$ cat config.mk
export PLATFORM = sky130hd
export DESIGN_NAME = pmbus_target_regs
export DESIGN_NICKNAME = d
export VERILOG_FILES = /design/src/rtl/pmbus_target_regs.sv
export SDC_FILE = /design/constraint.sdc
export NUM_CORES = 1
export LEC_CHECK = 0
export BUFFER_PORTS_ARGS = -buffer_cell sky130_fd_sc_hd__clkbuf_2
export CAP_MARGIN = 20
export CORE_UTILIZATION = 50
export DETAILED_ROUTE_END_ITERATION = 12
export PLACE_DENSITY = 0.76
export REMOVE_ABC_BUFFERS = 1
export SYNTH_ARGS = -nofsm -noshare
export SYNTH_HDL_FRONTEND = slang
export SYNTH_SLANG_ARGS = --single-unit
export TNS_END_PERCENT = 20
$ cat constraint.sdc
create_clock -name clock -period 21.3 [get_ports clock]
set_clock_uncertainty 0.15 [all_clocks]
set_input_delay 3.195 -clock clock [delete_from_list [all_inputs] [get_ports clock]]
set_output_delay 3.195 -clock clock [all_outputs]
set_load 0.03 [all_outputs]
$ cat src/rtl/pmbus_target_regs.sv
// pmbus_target_regs: PMBus/I2C target with a 2**RF_AW x 8 register file.
// Define PMBUS_TARGET_READ_EN to build the read path (RDATA/RDATA_ACK).
// Ports: clock/reset; scl_in/sda_in raw bus levels; sda_oe pulls SDA low;
// wr_strobe/wr_cmd/wr_data per written byte; busy from address match to
// STOP; rf_rd_addr/rf_rd_data registered fabric-side read port.
module pmbus_target_regs #(
  parameter logic [6:0] TARGET_ADDR = 7'h7B,
  parameter int         RF_AW       = 6
) (
  input  logic             clock,
  input  logic             reset,
  input  logic             scl_in,
  input  logic             sda_in,
  output logic             sda_oe,
  output logic             wr_strobe,
  output logic [7:0]       wr_cmd,
  output logic [7:0]       wr_data,
  output logic             busy,
  input  logic [RF_AW-1:0] rf_rd_addr,
  output logic [7:0]       rf_rd_data
);

  localparam int NREG = 1 << RF_AW;

  localparam logic [3:0] IDLE      = 4'd0;
  localparam logic [3:0] ADDR      = 4'd1;
  localparam logic [3:0] ADDR_ACK  = 4'd2;
  localparam logic [3:0] CMD       = 4'd3;
  localparam logic [3:0] CMD_ACK   = 4'd4;
  localparam logic [3:0] WDATA     = 4'd5;
  localparam logic [3:0] WDATA_ACK = 4'd6;
  localparam logic [3:0] IGNORE    = 4'd7;
`ifdef PMBUS_TARGET_READ_EN
  localparam logic [3:0] RDATA     = 4'd8;
  localparam logic [3:0] RDATA_ACK = 4'd9;
`endif

  logic scl_m_q, scl_s_q, scl_p_q;
  logic sda_m_q, sda_s_q, sda_p_q;
  logic scl_rise, scl_fall, start, stop;

  logic [3:0]       state_q, state_d;
  logic [3:0]       cnt_q, cnt_d;
  logic [6:0]       sh_q, sh_d;
  logic [RF_AW-1:0] ptr_q, ptr_d;
  logic             sda_oe_q, sda_oe_d;
  logic             busy_q, busy_d;
  logic             stb_q, stb_d;
  logic [7:0]       cmd_q, cmd_d;
  logic [7:0]       dat_q, dat_d;
  logic [7:0]       rd_q;
  logic [7:0]       rf_q [NREG];
`ifdef PMBUS_TARGET_READ_EN
  logic             rw_q, rw_d;
  logic [7:0]       tx_q, tx_d;
`endif

  logic [7:0] byte_in;
  logic       rx_done, addr_ok, cmd_ok, rf_we;

  // Synchronizers idle high so reset never fabricates a bus condition.
  always_ff @(posedge clock or posedge reset) begin
    if (reset) begin
      scl_m_q <= 1'b1;
      scl_s_q <= 1'b1;
      scl_p_q <= 1'b1;
      sda_m_q <= 1'b1;
      sda_s_q <= 1'b1;
      sda_p_q <= 1'b1;
    end else begin
      scl_m_q <= scl_in;
      scl_s_q <= scl_m_q;
      scl_p_q <= scl_s_q;
      sda_m_q <= sda_in;
      sda_s_q <= sda_m_q;
      sda_p_q <= sda_s_q;
    end
  end

  assign scl_rise = scl_s_q & ~scl_p_q;
  assign scl_fall = ~scl_s_q & scl_p_q;
  assign start    = scl_s_q & scl_p_q & sda_p_q & ~sda_s_q;
  assign stop     = scl_s_q & scl_p_q & ~sda_p_q & sda_s_q;

  assign byte_in = {sh_q, sda_s_q};
  assign rx_done = scl_rise && (cnt_q == 4'd7);
  assign cmd_ok  = (byte_in >> RF_AW) == 8'd0;
`ifdef PMBUS_TARGET_READ_EN
  assign addr_ok = byte_in[7:1] == TARGET_ADDR;
`else
  assign addr_ok = (byte_in[7:1] == TARGET_ADDR) && !byte_in[0];
`endif

  always_comb begin
    state_d  = state_q;
    cnt_d    = cnt_q;
    sh_d     = sh_q;
    ptr_d    = ptr_q;
    sda_oe_d = sda_oe_q;
    busy_d   = busy_q;
    stb_d    = 1'b0;
    cmd_d    = cmd_q;
    dat_d    = dat_q;
    rf_we    = 1'b0;
`ifdef PMBUS_TARGET_READ_EN
    rw_d     = rw_q;
    tx_d     = tx_q;
`endif
    if (stop) begin
      state_d  = IDLE;
      cnt_d    = '0;
      sda_oe_d = 1'b0;
      busy_d   = 1'b0;
    end else if (start) begin
      state_d  = ADDR;
      cnt_d    = '0;
      sda_oe_d = 1'b0;
    end else begin
      unique case (state_q)
        ADDR, CMD, WDATA: begin
          if (scl_rise) begin
            sh_d  = byte_in[6:0];
            cnt_d = cnt_q + 4'd1;
          end
          if (rx_done) begin
            cnt_d = '0;
            if (state_q == ADDR) begin
              if (addr_ok) begin
                state_d = ADDR_ACK;
                busy_d  = 1'b1;
`ifdef PMBUS_TARGET_READ_EN
                rw_d    = byte_in[0];
`endif
              end else begin
                state_d = IGNORE;
              end
            end else if (state_q == CMD) begin
              if (cmd_ok) begin
                ptr_d   = byte_in[RF_AW-1:0];
                state_d = CMD_ACK;
              end else begin
                state_d = IGNORE;
              end
            end else begin
              rf_we   = 1'b1;
              stb_d   = 1'b1;
              cmd_d   = 8'(ptr_q);
              dat_d   = byte_in;
              ptr_d   = ptr_q + 1'b1;
              state_d = WDATA_ACK;
            end
          end
        end
        // First fall drives ACK, second fall (after the 9th clock) ends it.
        ADDR_ACK, CMD_ACK, WDATA_ACK: begin
          if (scl_fall) begin
            if (cnt_q == 4'd0) begin
              sda_oe_d = 1'b1;
              cnt_d    = 4'd1;
            end else begin
              sda_oe_d = 1'b0;
              cnt_d    = '0;
              state_d  = (state_q == ADDR_ACK) ? CMD : WDATA;
`ifdef PMBUS_TARGET_READ_EN
              if (state_q == ADDR_ACK && rw_q) begin
                tx_d     = rf_q[ptr_q];
                sda_oe_d = ~rf_q[ptr_q][7];
                state_d  = RDATA;
              end
`endif
            end
          end
        end
`ifdef PMBUS_TARGET_READ_EN
        RDATA: begin
          if (scl_rise) begin
            cnt_d = cnt_q + 4'd1;
          end
          if (scl_fall) begin
            if (cnt_q == 4'd8) begin
              sda_oe_d = 1'b0;
              cnt_d    = '0;
              state_d  = RDATA_ACK;
            end else begin
              sda_oe_d = ~tx_q[~cnt_q[2:0]];
            end
          end
        end
        RDATA_ACK: begin
          if (scl_rise && cnt_q == 4'd0) begin
            if (!sda_s_q) begin
              ptr_d = ptr_q + 1'b1;
              cnt_d = 4'd1;
            end else begin
              state_d = IGNORE;
            end
          end
          if (scl_fall && cnt_q == 4'd1) begin
            tx_d     = rf_q[ptr_q];
            sda_oe_d = ~rf_q[ptr_q][7];
            cnt_d    = '0;
            state_d  = RDATA;
          end
        end
`endif
        IDLE, IGNORE: state_d = state_q;
        default:      state_d = IDLE;
      endcase
    end
  end

  always_ff @(posedge clock or posedge reset) begin
    if (reset) begin
      state_q  <= IDLE;
      cnt_q    <= '0;
      sh_q     <= '0;
      ptr_q    <= '0;
      sda_oe_q <= 1'b0;
      busy_q   <= 1'b0;
      stb_q    <= 1'b0;
      cmd_q    <= '0;
      dat_q    <= '0;
`ifdef PMBUS_TARGET_READ_EN
      rw_q     <= 1'b0;
      tx_q     <= '0;
`endif
    end else begin
      state_q  <= state_d;
      cnt_q    <= cnt_d;
      sh_q     <= sh_d;
      ptr_q    <= ptr_d;
      sda_oe_q <= sda_oe_d;
      busy_q   <= busy_d;
      stb_q    <= stb_d;
      cmd_q    <= cmd_d;
      dat_q    <= dat_d;
`ifdef PMBUS_TARGET_READ_EN
      rw_q     <= rw_d;
      tx_q     <= tx_d;
`endif
    end
  end

  // Read port samples before the write lands: same-index write reads old.
  always_ff @(posedge clock or posedge reset) begin
    if (reset) begin
      rd_q <= '0;
      for (int i = 0; i < NREG; i++) begin
        rf_q[i] <= '0;
      end
    end else begin
      rd_q <= rf_q[rf_rd_addr];
      if (rf_we) begin
        rf_q[ptr_q] <= byte_in;
      end
    end
  end

  assign sda_oe     = sda_oe_q;
  assign busy       = busy_q;
  assign wr_strobe  = stb_q;
  assign wr_cmd     = cmd_q;
  assign wr_data    = dat_q;
  assign rf_rd_data = rd_q;

endmodule

* Word-level counts from Yosys, hierarchy flattened
Cells that the tools add are included.
** Storage, ports and cells
- Word-level logic and storage cells :: 185
- Output and inout port bits :: 27
- Register bits :: 564
** Cells by class
- Reductions and logical operators :: 24
- Add/sub/neg operators :: 2
- Magnitude comparators :: 3
- Eq/ne operators :: 16
- Multiplexer cells :: 43
- Bitwise operators :: 17
** Operator list (count)
- bitwise mux 512 bit :: 1
- binary-select mux 8 bit (select 6 bit) :: 1
- demux 8 bit (select 6 bit) :: 1
- two-way mux 4 bit :: 12
- two-way mux 8 bit :: 3
- == test 4 x 3 -> 1 bit, second input constant :: 5
- two-way mux 1 bit :: 18
- greater-or-equal comparator 7 bit, second input constant :: 2
- inverter 6 -> 7 bit :: 2
- two-way mux 6 bit :: 2
- != test 4 bit, second input constant :: 3
- case mux 4 bit (3 select lines) :: 1
- AND reduction 6 bit :: 2
- == test 4 x 2 -> 1 bit, second input constant :: 2
- logical NOT 4 bit :: 2
- logical NOT 8 bit :: 1
- inverter 1 bit :: 8
- case mux 4 bit (2 select lines) :: 1
- AND reduction 4 bit :: 2
- nonzero test 2 bit :: 4
- bitwise AND 1 bit :: 7
- == test 7 bit, second input constant :: 1
- < comparator 7 x 1 -> 1 bit, second input constant :: 1
- adder 6 x 1 -> 6 bit, second input constant :: 1
- other kinds (17) :: 22

* Logic depth before layout (Yosys ltp)
- Depth in word-level cells :: 8
- Depth in mapped cells :: 10

* Worst setup path before layout
OpenSTA, ideal clock, no wires.
- Path type :: input to register
- From :: in rf_rd_addr[0]
- To :: reg rd_q[5], in the netlist rf_rd_data[5]
- Stages on the path :: 7
- Path buffers :: 3
- Data arrival time :: 4908 ps
- Path slack :: 16124 ps
- Setup time :: 118 ps
- Path through :: buf_2 -> buf_4 -> buf_2 -> mux4_2 -> o221ai_1 -> o21ai_0 -> a21o_1
** On the way
- Word-level cells in the longest chain between the ends :: 4
** Ends and longest elaborated chain
- from (decl) :: line 19 : input logic [RF_AW-1:0] rf_rd_addr,
- inverter 6 -> 7 bit (implied by the code) :: line 252 : rd_q <= rf_q[rf_rd_addr];
- binary-select mux 8 bit (select 6 bit) :: line 252
- two-way mux 8 bit (implied by the code) (2 in series) :: line 252
- to (signal assigned) :: line 252
- to (decl) :: line 51 : logic [7:0] rd_q;
Every way passes these cells. The select of a mux whose other input is x is not followed.
A chain may end at the register's enable or synchronous reset.

* Worst setup path after layout
- From :: in rf_rd_addr[0]
- To :: reg rd_q[1], in the netlist rf_rd_data[1]
The elaborated chain is that of the path after synthesis.

==> impl_metrics.ini <==
[status]
status = complete, no violations

[detailed_routing]
vias_per_cell = 6.11
drt_first_pass_iters = 5
drc = 0
ant_nets = 0
drt_wl_total_um = 61000
vias = 14800
wire_per_inst_um = 25.2
drt_iter0_drc = 1152

[clock_tree]
cts_hold_buf = 0
cts_buffer_depth = 3
cts_resized = 0
cts_setup_buffers = 0
cts_sinks = 563
cts_tree = built
clk_pin_slew_ns = 0.06
cts_buffers = 58
cts_root_buf = clkbuf_16
clock_latency_ns = 0.61
h-tree-depth = 2

[critical_path]
cp_slowest_cell = buf_4
crit_type = in -> reg
cp_top_family = buffers and inverters
arrival_ns = 6.42
crit_fanout = 44
cpPeakStageDelay_ns = 0.79
path_cells = buf_6 > buf_4 > buf_4 > mux4_2 > mux2_2 > a22oi_1 > a211oi_1 > a21o_1
crit_buf_inv = 3
start_kind = primary input
r2r_cells = 6
worstPathRequired_ns = 21.66
critPathMostFrequentCell = buf_4
path_depth = 8
cp-end-kind = flop

[synthesis]
ys_types = 62
synth_seq_area_share = 0.537
async_reset_ff_frac = 1.00
yosysWarningCount = 0
syn_avg_cell_area_um2 = 15.4
synth_ff_type = dfrtp_1
synth_edf_count = 0
syn_area_mm2 = 0.0263
yosys_register_bits = 563
syn_inst = 1709

[sta]
rsz0062_at_grt = false
finalSetupTns_ns = 0
fin_crit_ns = 6.07
fin_hold_ws_ns = 0.209
post-route-period-util = 0.285
fmax_ghz = 0.165
drv_slew = 0
slew_headroom = 0.204
setup_viol = 0
worst_slew_pin_slew_ns = 1.19
fin_ws_ns = 15.23
hold_viol = 0

[power_and_ir_drop]
p_per_area_mw_per_mm2 = 84.9
power_mw = 2.46
vdd_drop_max_mv = 0.0850
p_leak_nw = 14.3

[final_layout]
multi_input_area_mm2 = 0.0115
mostFrequentLayoutCell = dfrtp_1
utilization = 0.561
seqCellArea_mm2 = 0.0141
finalNonFillerCells = 2424
fill_cells = 3949
final_nets = 1708
antenna_cells = 0
drive_above_1_share = 0.517
syn_to_final_growth_pct = 10.2
finalInstanceArea_mm2 = 0.0289
final_cell_mix = dfrtp_1 (550), mux2_2 (515), mux4_2 (129)

[floorplan]
io_pins = 37
start_util = 0.509
die_h_um = 231
rows = 83
die_x_um = 231
core_area_mm2 = 0.0516
dieArea_mm2 = 0.0534

[place]
place_area_mm2 = 0.0269
pre_cts_ws_ns = 14.55
port_buffers = 34
place_congestion = 0.875
place_inst = 2314
hpwlAfterDp_um = 37100

[global_routing]
grt_pass1_vias = 15700
grt_pass1_wl_um = 96800
grt_usage = 0.239
grt_max_degree = 116
overflow = 0
antenna_found_initial = 0

[job]
drv_cap = 0

[hold_path]
hold_class = reg -> reg
whs_path_depth = 0
[state kept, by name (all words and copies together) (netlist names), 3 cells and up]
| name | count |
|---|---|
| cnt_q | 4 |
| ptr_q | 6 |
| rf_q | 512 |
| rf_rd_data | 8 |
| sh_q | 7 |
| state_q | 3 |
| wr_cmd | 6 |
| wr_data | 8 |
[where the power goes]
part	switching [mW]	internal [mW]	leakage, nW	total [mW]
combinational	0.213	0.0566	5.47	0.269
clock	0.429	0.642	1.00	1.07
sequential	0.0281	1.09	7.81	1.12
total	0.670	1.79	14.3	2.46
[worst register-to-register path, cell delays in order, from the launching register on]
cell and delay (ns):
dfrtp_1 0.42, ha_1 0.22, and3b_1 0.29, nand4b_4 0.37, or4_2 1.16, nor2_8 0.39
mux2_2 0.37
[synthesized netlist by cell type, types with 9 or more instances]
cell	n	share of area
dfrtp_1	557	0.53
mux2_2	515	0.22
mux4_2	129	0.11
clkbuf_1	87	0.012
nand2_1	63	0.0090
nor2_8	24	0.018
buf_2	22	0.0042
o21ai_0	22	0.0042
nor2_1	19	0.0027
nor2b_1	19	0.0045
mux2_4	16	0.0091
nand2_2	16	0.0038
buf_4	15	0.0043
nor2_4	15	0.0064
o22ai_1	15	0.0036
a211oi_1	13	0.0037
nand3_1	11	0.0021
a21oi_1	10	0.0019
mux2_1	10	0.0043
a22oi_1	9	0.0026
nor3_1	9	0.0017
[layer usage]
metal	global-route usage	up-vias	wire, µm
li1	-	6332	-
met1	0.326	7997	26200
met2	0.376	389	29300
met3	0.0549	104	3700
met4	0.0824	0	1840
met5	0	-	0
[kinds of logic (layout without fill, tap and decap cells)]
logic type | after synthesis | after routing | synth area share
muxes | 671 | 671 | 0.345
DFF | 563 | 563 | 0.537
and+or+nand+nor | 225 | 225 | 0.0634
buffers and inverters | 136 | 170 | 0.0238
AOI/OAI and AO/OA | 109 | 109 | 0.0286
adders and majority gates | 3 | 3 | 0.00143
other | 1 | 2 | 0.000143
xor gates and xnor gates | 1 | 1 | 0.000334
[path summary, 6_finish.rpt]
kind / start / end / slack [ns]
max in group asynchronous: reset / rf_q[353] / 16.00
setup / recovery: rf_rd_addr[0] / rf_rd_data[1] / 15.23
hold / removal: scl_m_q / scl_s_q / 0.21
setup reg to reg: cnt_q[0] / rf_q[380] / 17.81
min in group asynchronous: reset / rf_q[60] / 2.59
hold reg to reg: scl_m_q / scl_s_q / 0.21
[layout make-up]
class,instances,area share
Inverter,5,0.000908
Multi-Input combinational cell,1011,0.399
Clock inverter,28,0.0116
Tap cell,680,0.0294
Timing Repair Buffer,56,0.0128
Clock buffer,81,0.0588
Sequential cell,563,0.487
(Power assumes the default switching activity.)
